**src/rtl/irq_cond_pkg.sv**
```systemverilog
// Shared types and constants for the interrupt conditioner.
package irq_cond_pkg;

    // Width of the pulse-length and glitch-filter down-counters.
    localparam int CNT_W  = 4;
    // Width of the post-reset warm-up counter (covers sync depth + filter length + 1).
    localparam int WARM_W = 5;

    typedef enum logic [1:0] {
        IDLE  = 2'd0,
        PULSE = 2'd1,
        GAP   = 2'd2
    } ch_state_e;

endpackage

```
**src/rtl/irq_channel.sv**
```systemverilog
// One interrupt channel: synchronizer, optional glitch filter
// (IRQ_COND_GLITCH_FILTER_EN), rising-edge detect, pending and overflow
// flags, and the pulse-shaping FSM.
//
//   state | meaning
//   IDLE  | no pulse in flight; a set pending flag launches PULSE next edge
//   PULSE | irq_out high, counter runs down from PULSE_LEN-1
//   GAP   | one forced low cycle; goes straight to PULSE if pending, else IDLE
module irq_channel
    import irq_cond_pkg::*;
#(
    parameter int SYNC_STAGES = 2,
    parameter int PULSE_LEN   = 1,
    parameter int FILTER_LEN  = 4
) (
    input  logic clk_i,
    input  logic rst_n_i,
    input  logic irq_raw_i,
    input  logic irq_mask_i,
    input  logic ovf_clear_i,
    output logic irq_out_o,
    output logic pending_o,
    output logic overflow_o
);

`ifdef IRQ_COND_GLITCH_FILTER_EN
    localparam bit FILT_ON = 1'b1;
`else
    localparam bit FILT_ON = 1'b0;
`endif

    // Edge detection stays disabled until the sync chain (and filter) hold a
    // real sample, so a source already high at reset release is not an event.
    localparam int WARM_CYC = SYNC_STAGES + 1 + (FILT_ON ? FILTER_LEN : 0);
    localparam logic [WARM_W-1:0] WARM_INIT    = WARM_W'(WARM_CYC);
    localparam logic [CNT_W-1:0]  PULSE_RELOAD = CNT_W'(PULSE_LEN - 1);

    logic [SYNC_STAGES-1:0] sync_q;
    logic                   sync_bit;
    logic                   cond_bit;
    logic                   prev_q;
    logic [WARM_W-1:0]      warm_q;
    logic                   seeded;
    logic                   evt;
    logic                   take;
    ch_state_e              state_q, state_d;
    logic [CNT_W-1:0]       cnt_q, cnt_d;
    logic                   pending_q, pending_d;
    logic                   ovf_q, ovf_d;

    // Metastability chain for the asynchronous source.
    always_ff @(posedge clk_i or negedge rst_n_i) begin
        if (!rst_n_i) begin
            sync_q <= '0;
        end else begin
            sync_q <= {sync_q[SYNC_STAGES-2:0], irq_raw_i};
        end
    end

    assign sync_bit = sync_q[SYNC_STAGES-1];

`ifdef IRQ_COND_GLITCH_FILTER_EN
    localparam logic [CNT_W-1:0] FILT_RELOAD = CNT_W'(FILTER_LEN - 1);

    logic             filt_q;
    logic [CNT_W-1:0] fcnt_q;

    // Output follows the input only after FILTER_LEN consecutive differing samples.
    always_ff @(posedge clk_i or negedge rst_n_i) begin
        if (!rst_n_i) begin
            filt_q <= 1'b0;
            fcnt_q <= FILT_RELOAD;
        end else if (sync_bit == filt_q) begin
            fcnt_q <= FILT_RELOAD;
        end else if (fcnt_q == '0) begin
            filt_q <= sync_bit;
            fcnt_q <= FILT_RELOAD;
        end else begin
            fcnt_q <= fcnt_q - CNT_W'(1);
        end
    end

    assign cond_bit = filt_q;
`else
    assign cond_bit = sync_bit;
`endif

    // Previous-sample register plus warm-up down-counter that seeds it after reset.
    always_ff @(posedge clk_i or negedge rst_n_i) begin
        if (!rst_n_i) begin
            prev_q <= 1'b0;
            warm_q <= WARM_INIT;
        end else begin
            prev_q <= cond_bit;
            if (!seeded) begin
                warm_q <= warm_q - WARM_W'(1);
            end
        end
    end

    assign seeded = (warm_q == '0);
    assign evt    = seeded & cond_bit & ~prev_q & ~irq_mask_i;

    // State, pulse counter and flag registers.
    always_ff @(posedge clk_i or negedge rst_n_i) begin
        if (!rst_n_i) begin
            state_q   <= IDLE;
            cnt_q     <= '0;
            pending_q <= 1'b0;
            ovf_q     <= 1'b0;
        end else begin
            state_q   <= state_d;
            cnt_q     <= cnt_d;
            pending_q <= pending_d;
            ovf_q     <= ovf_d;
        end
    end

    // Next state; a pending event is consumed when a pulse is launched.
    always_comb begin
        state_d = state_q;
        cnt_d   = cnt_q;
        take    = 1'b0;
        case (state_q)
            IDLE: begin
                if (pending_q) begin
                    state_d = PULSE;
                    cnt_d   = PULSE_RELOAD;
                    take    = 1'b1;
                end
            end
            PULSE: begin
                if (cnt_q == '0) begin
                    state_d = GAP;
                end else begin
                    cnt_d = cnt_q - CNT_W'(1);
                end
            end
            GAP: begin
                if (pending_q) begin
                    state_d = PULSE;
                    cnt_d   = PULSE_RELOAD;
                    take    = 1'b1;
                end else begin
                    state_d = IDLE;
                end
            end
            default: state_d = IDLE;
        endcase
    end

    // Pending and overflow flags; a set always beats a same-cycle clear.
    // Any event that finds pending already set is flagged as overflow.
    always_comb begin
        pending_d = pending_q;
        ovf_d     = ovf_q;
        if (take) begin
            pending_d = 1'b0;
        end
        if (evt) begin
            pending_d = 1'b1;
        end
        if (ovf_clear_i) begin
            ovf_d = 1'b0;
        end
        if (evt && pending_q) begin
            ovf_d = 1'b1;
        end
    end

    assign irq_out_o  = (state_q == PULSE);
    assign pending_o  = pending_q;
    assign overflow_o = ovf_q;

endmodule

```
**src/rtl/irq_conditioner.sv**
```systemverilog
// Interrupt conditioner top: synchronizes reset release and instantiates one
// independent irq_channel per interrupt line. Define IRQ_COND_GLITCH_FILTER_EN
// to add a FILTER_LEN-sample glitch filter behind each synchronizer.
module irq_conditioner
    import irq_cond_pkg::*;
#(
    parameter int NUM_IRQ     = 8,
    parameter int SYNC_STAGES = 2,
    parameter int PULSE_LEN   = 1,
    parameter int FILTER_LEN  = 4
) (
    input  logic               clk,
    input  logic               nreset,
    input  logic [NUM_IRQ-1:0] irq_raw,
    input  logic [NUM_IRQ-1:0] irq_mask,
    output logic [NUM_IRQ-1:0] irq_out,
    output logic [NUM_IRQ-1:0] irq_pending,
    output logic [NUM_IRQ-1:0] irq_overflow,
    input  logic [NUM_IRQ-1:0] ovf_clear
);

    logic [1:0] rst_sync_q;
    logic       rst_b;

    // Reset asserts asynchronously and releases two clocks after nreset rises.
    always_ff @(posedge clk or negedge nreset) begin
        if (!nreset) begin
            rst_sync_q <= 2'b00;
        end else begin
            rst_sync_q <= {rst_sync_q[0], 1'b1};
        end
    end

    assign rst_b = rst_sync_q[1];

    for (genvar g = 0; g < NUM_IRQ; g++) begin : g_ch
        irq_channel #(
            .SYNC_STAGES (SYNC_STAGES),
            .PULSE_LEN   (PULSE_LEN),
            .FILTER_LEN  (FILTER_LEN)
        ) u_ch (
            .clk_i       (clk),
            .rst_n_i     (rst_b),
            .irq_raw_i   (irq_raw[g]),
            .irq_mask_i  (irq_mask[g]),
            .ovf_clear_i (ovf_clear[g]),
            .irq_out_o   (irq_out[g]),
            .pending_o   (irq_pending[g]),
            .overflow_o  (irq_overflow[g])
        );
    end

endmodule

```
**config.mk**
```make
export PLATFORM = sky130hd
export DESIGN_NAME = irq_conditioner
export DESIGN_NICKNAME = d
export VERILOG_FILES = /design/src/rtl/irq_cond_pkg.sv /design/src/rtl/irq_channel.sv /design/src/rtl/irq_conditioner.sv
export SDC_FILE = /design/constraint.sdc
export NUM_CORES = 1
export LEC_CHECK = 0
export CORE_ASPECT_RATIO = 1.5
export CORE_UTILIZATION = 45
export CTS_CLUSTER_DIAMETER = 50
export DETAILED_ROUTE_END_ITERATION = 16
export GPL_TIMING_DRIVEN = 0
export PLACE_DENSITY = 0.65
export SLEW_MARGIN = 20
export SYNTH_ARGS = -nofsm -noshare
export SYNTH_HDL_FRONTEND = slang
export SYNTH_HIERARCHICAL = 1
export SYNTH_SLANG_ARGS = --single-unit
```
**constraint.sdc**
```tcl
create_clock -name clk -period 4.4 [get_ports clk]
set_input_delay 0.88 -clock clk [delete_from_list [all_inputs] [get_ports clk]]
set_output_delay 0.88 -clock clk [all_outputs]
set_load 0.005 [all_outputs]
```
==> results by group <==
Run status
  • Status: complete, no violations

STA
  • Fin Clk Skew: 0.00582 ns
  • Period minus WS final: ~2.5 ns
  • Relative slew slack: 61.1%
  • Fin. max-slew vios: 0
  • PnR worst setup slack: 1.94 ns
  • Fmax: 0.406 GHz
  • Unrepaired setup endpoints after global routing: no
  • Setup_tns: 0 ns
  • Period utilisation layout: 55.9%
  • Final Hold Fails: 0
  • Setup violators final: 0
  • Slew @ Worst Pin: 0.583 ns

Min path
  • Worst hold path type: reg -> async

Job
  • Max Cap Violations: 0

Clocking
  • Clock-pin slew on the worst setup and hold paths: 0.06 ns
  • Post-CTS sizing: 0
  • Hold-fix buffers, CTS: 0
  • Max Buffers Root-to-Sink: 2
  • Post-CTS setup buffers: 0
  • Worst-Skew Late Latency: 0.40 ns
  • CTS tree: built
  • Clock sink count: 130
  • Clock Tree Root: clkbuf_16
  • CTS buffer count: 17
  • Number of H-tree levels: 4

Route
  • DRC: 0
  • Final ANT Viol Nets: 0
  • Wire per inst: 13.5 um
  • Drt total wl: 9720 um
  • DRT iter0 DRCs: 153
  • Vias: 3637
  • Post-DR vias/cell: 5.06
  • Initial DRT Pass Iterations: 4

Place
  • Port buffer count: 49
  • Placed Cells: 687
  • Detail Placement HPWL: 6620 um
  • Gpl congestion: 0.751
  • Post-place instance area: 6570 um2
  • Setup slack at placement: 2.36 ns

Floorplanning
  • Initial Util: between 40% and 50%
  • Die extent in y: 141 um
  • Boundary pin count: 50
  • Width of the die: around 95 um
  • Area of the core: 12600 um2
  • Total Die Area: between 10000 and 15000 um2
  • # rows: 50

Layout
  • Fin cells: 719
  • # diodes: 0
  • Final #Nets: 599
  • Final instance area: 7220 um2
  • P&R area growth vs syn: 23.7%
  • Ratio of cells with drive above 1 in the final layout: 16.0%
  • FILL cells: 1033

Power
  • Comb pwr share: 3.4%
  • Peak VDD IR: around 0.00025 V
  • Seq pwr share: 43.8%
  • Power density cells: ~400 nW/um2
  • Switching pwr: 580 uW
  • Net Sw Frac: 20.3%
  • P_int: 2.28 mW
  • Leak: about 3.3 nW
  • Clock power share: 52.7%

Synth
  • Synth unique cells: 24
  • Yosys synthesis warning count: 6
  • Mean Syn Cell Area: approximately 12 um2
  • Sequential fraction of the synthesis area: 56.1%
  • Yosys reg bits: 130
  • Syn Nets: 529
  • Gate Count Post-Synth: 480
  • Synth Cell Area: 5840 um2

Global routing
  • Gr usage total: 17.0%
  • Largest net degree at the start of global routing: 57
  • Initial antenna violation count: 0
  • GR Overflow Total: 0
  • Global-route wire length before repair: 17800 um
  • Vias in the first global route: 3989

Setup path
  • Crit path max fanout: 4
  • Reg2reg setup slack: between 2 and 3 ns
  • CP Data Arrival Time: between 1.5 and 2 ns
  • CP Launch Type: register
  • Critical path type: reg -> out
  • Required time worst endpoint: 3.52 ns
  • CP endpoint kind: primary output
-- cells in the mapped netlist --
cell / instances / area share (%)
nand4_1: 8 / 0.86
xnor2_1: 24 / 3.6
ha_1: 23 / 4.9
a32o_1: 8 / 1.4
nand2b_1: 32 / 3.4
nor4bb_1: 8 / 1.4
a21boi_2: 8 / 1.5
nor3_1: 8 / 0.69
nor2_1: 63 / 4.1
a22o_1: 8 / 1.2
o21ai_0: 8 / 0.69
dfrtp_1: 114 / 49
conb_1: 1 / 0.064
nor4b_4: 8 / 3.3
mux2_2: 15 / 2.9
dfstp_2: 16 / 7.2
a21boi_0: 1 / 0.13
inv_1: 40 / 2.6
and3_1: 8 / 0.86
a21oi_1: 8 / 0.69
and2b_1: 8 / 1.0
nor4_2: 8 / 1.7
mux2i_1: 32 / 5.5
nand2_1: 23 / 1.5
-- flip-flops by register name, summed over array words and instances, names as in the netlist --
signal                cells
g_ch.u_ch/sync_q         16
rst_sync_q                2
g_ch.u_ch/prev_q          8
g_ch.u_ch/warm_q         40
g_ch.u_ch/pending_o       8
g_ch.u_ch/cnt_q          32
g_ch.u_ch/state_q        16
g_ch.u_ch/overflow_o      8
-- cell type report --
class / count / area, um2 / area share [%]
sequential: 130 / 3280 / 45.4
clock buffer: 20 / 467 / 6.47
clock inverter: 12 / 179 / 2.48
multi-input combinational: 310 / 2410 / 33.4
tap: 156 / 195 / 2.70
inverter: 40 / 150 / 2.08
timing repair buffer: 51 / 538 / 7.45
-- power groups by stage --
stage | combinational [mW] | clock (mW) | sequential [mW]
6_report | 0.0985 | 1.51 | 1.25
5_1_grt | 0.110 | 1.60 | 1.26
4_1_cts | 0.102 | 1.55 | 1.25
3_5_place_dp | 0.101 | 0 | 1.27
3_3_place_gp | 0.0785 | 0 | 1.29
2_1_floorplan | 0.0336 | 0 | 1.28
-- cell usage in the layout, fill, tap and decap left out, drive strengths merged, types with 9 or more instances in the layout --
| master | count |
|---|---|
| nand2b | 32 |
| nor2 | 63 |
| inv | 41 |
| mux2i | 32 |
| a21boi | 9 |
| ha | 23 |
| xnor2 | 24 |
| clkdlybuf4s50 | 49 |
| dfstp | 16 |
| dfrtp | 114 |
| mux2 | 15 |
| clkbuf | 20 |
| nand2 | 23 |
-- worst max-delay path, cell delays in order (launching register included) --
cell             delay (ns)
dfrtp_1                0.42
and2b_1                0.26
clkdlybuf4s50_1        0.51
-- routing by layer --
layer | GRT usage [%] | vias up | share of wire [%]
met4 | 6.70 | 0 | 1.5
met3 | 4.45 | 12 | 2.4
met5 | 0 | - | 0
li1 | - | 1768 | -
met2 | 30.2 | 42 | 55
met1 | 19.1 | 1815 | 41
-- path summary, 6_finish.rpt --
| path | depth (start not counted) | end | start |
|---|---|---|---|
| min | 0 | g_ch[6].u_ch/overflow_o | rst_sync_q[1] |
| min reg2reg | 0 | g_ch[6].u_ch/overflow_o | rst_sync_q[1] |
| max in group asynchronous | 2 | g_ch[0].u_ch/warm_q[0] | rst_sync_q[1] |
| max reg2reg | 3 | g_ch[4].u_ch/cnt_q[3] | g_ch[4].u_ch/cnt_q[0] |
| min in group clk | 0 | g_ch[2].u_ch/sync_q[1] | g_ch[2].u_ch/sync_q[0] |
| max | 2 | irq_out[4] | g_ch[4].u_ch/state_q[1] |
-- metrics by stage --
step                      power, mW  hold slack (ns)  util [%]
final                          2.86            0.330      57.4
after global routing           2.97            0.358      57.4
after CTS                      2.90            0.349      57.4
after detailed placement       1.37            0.337      52.3
after global placement         1.37            0.332      51.9
after floorplan                1.31            0.331         -
-- cell families (layout without fill, tap and decap cells) --
kind of cell | count (synthesis) | in the layout | share of synthesized area, %
AOI/OAI and AO/OA | 41 | 41 | 5.62
xor gates and xnor gates | 24 | 24 | 3.60
adders and majority gates | 23 | 23 | 4.93
buffers and inverters | 40 | 123 | 2.57
DFF | 130 | 130 | 56.1
muxes | 47 | 47 | 8.38
other | 1 | 1 | 0.0643
and+or+nand+nor | 174 | 174 | 18.7
Note: power is estimated with default switching activity, not from simulation.
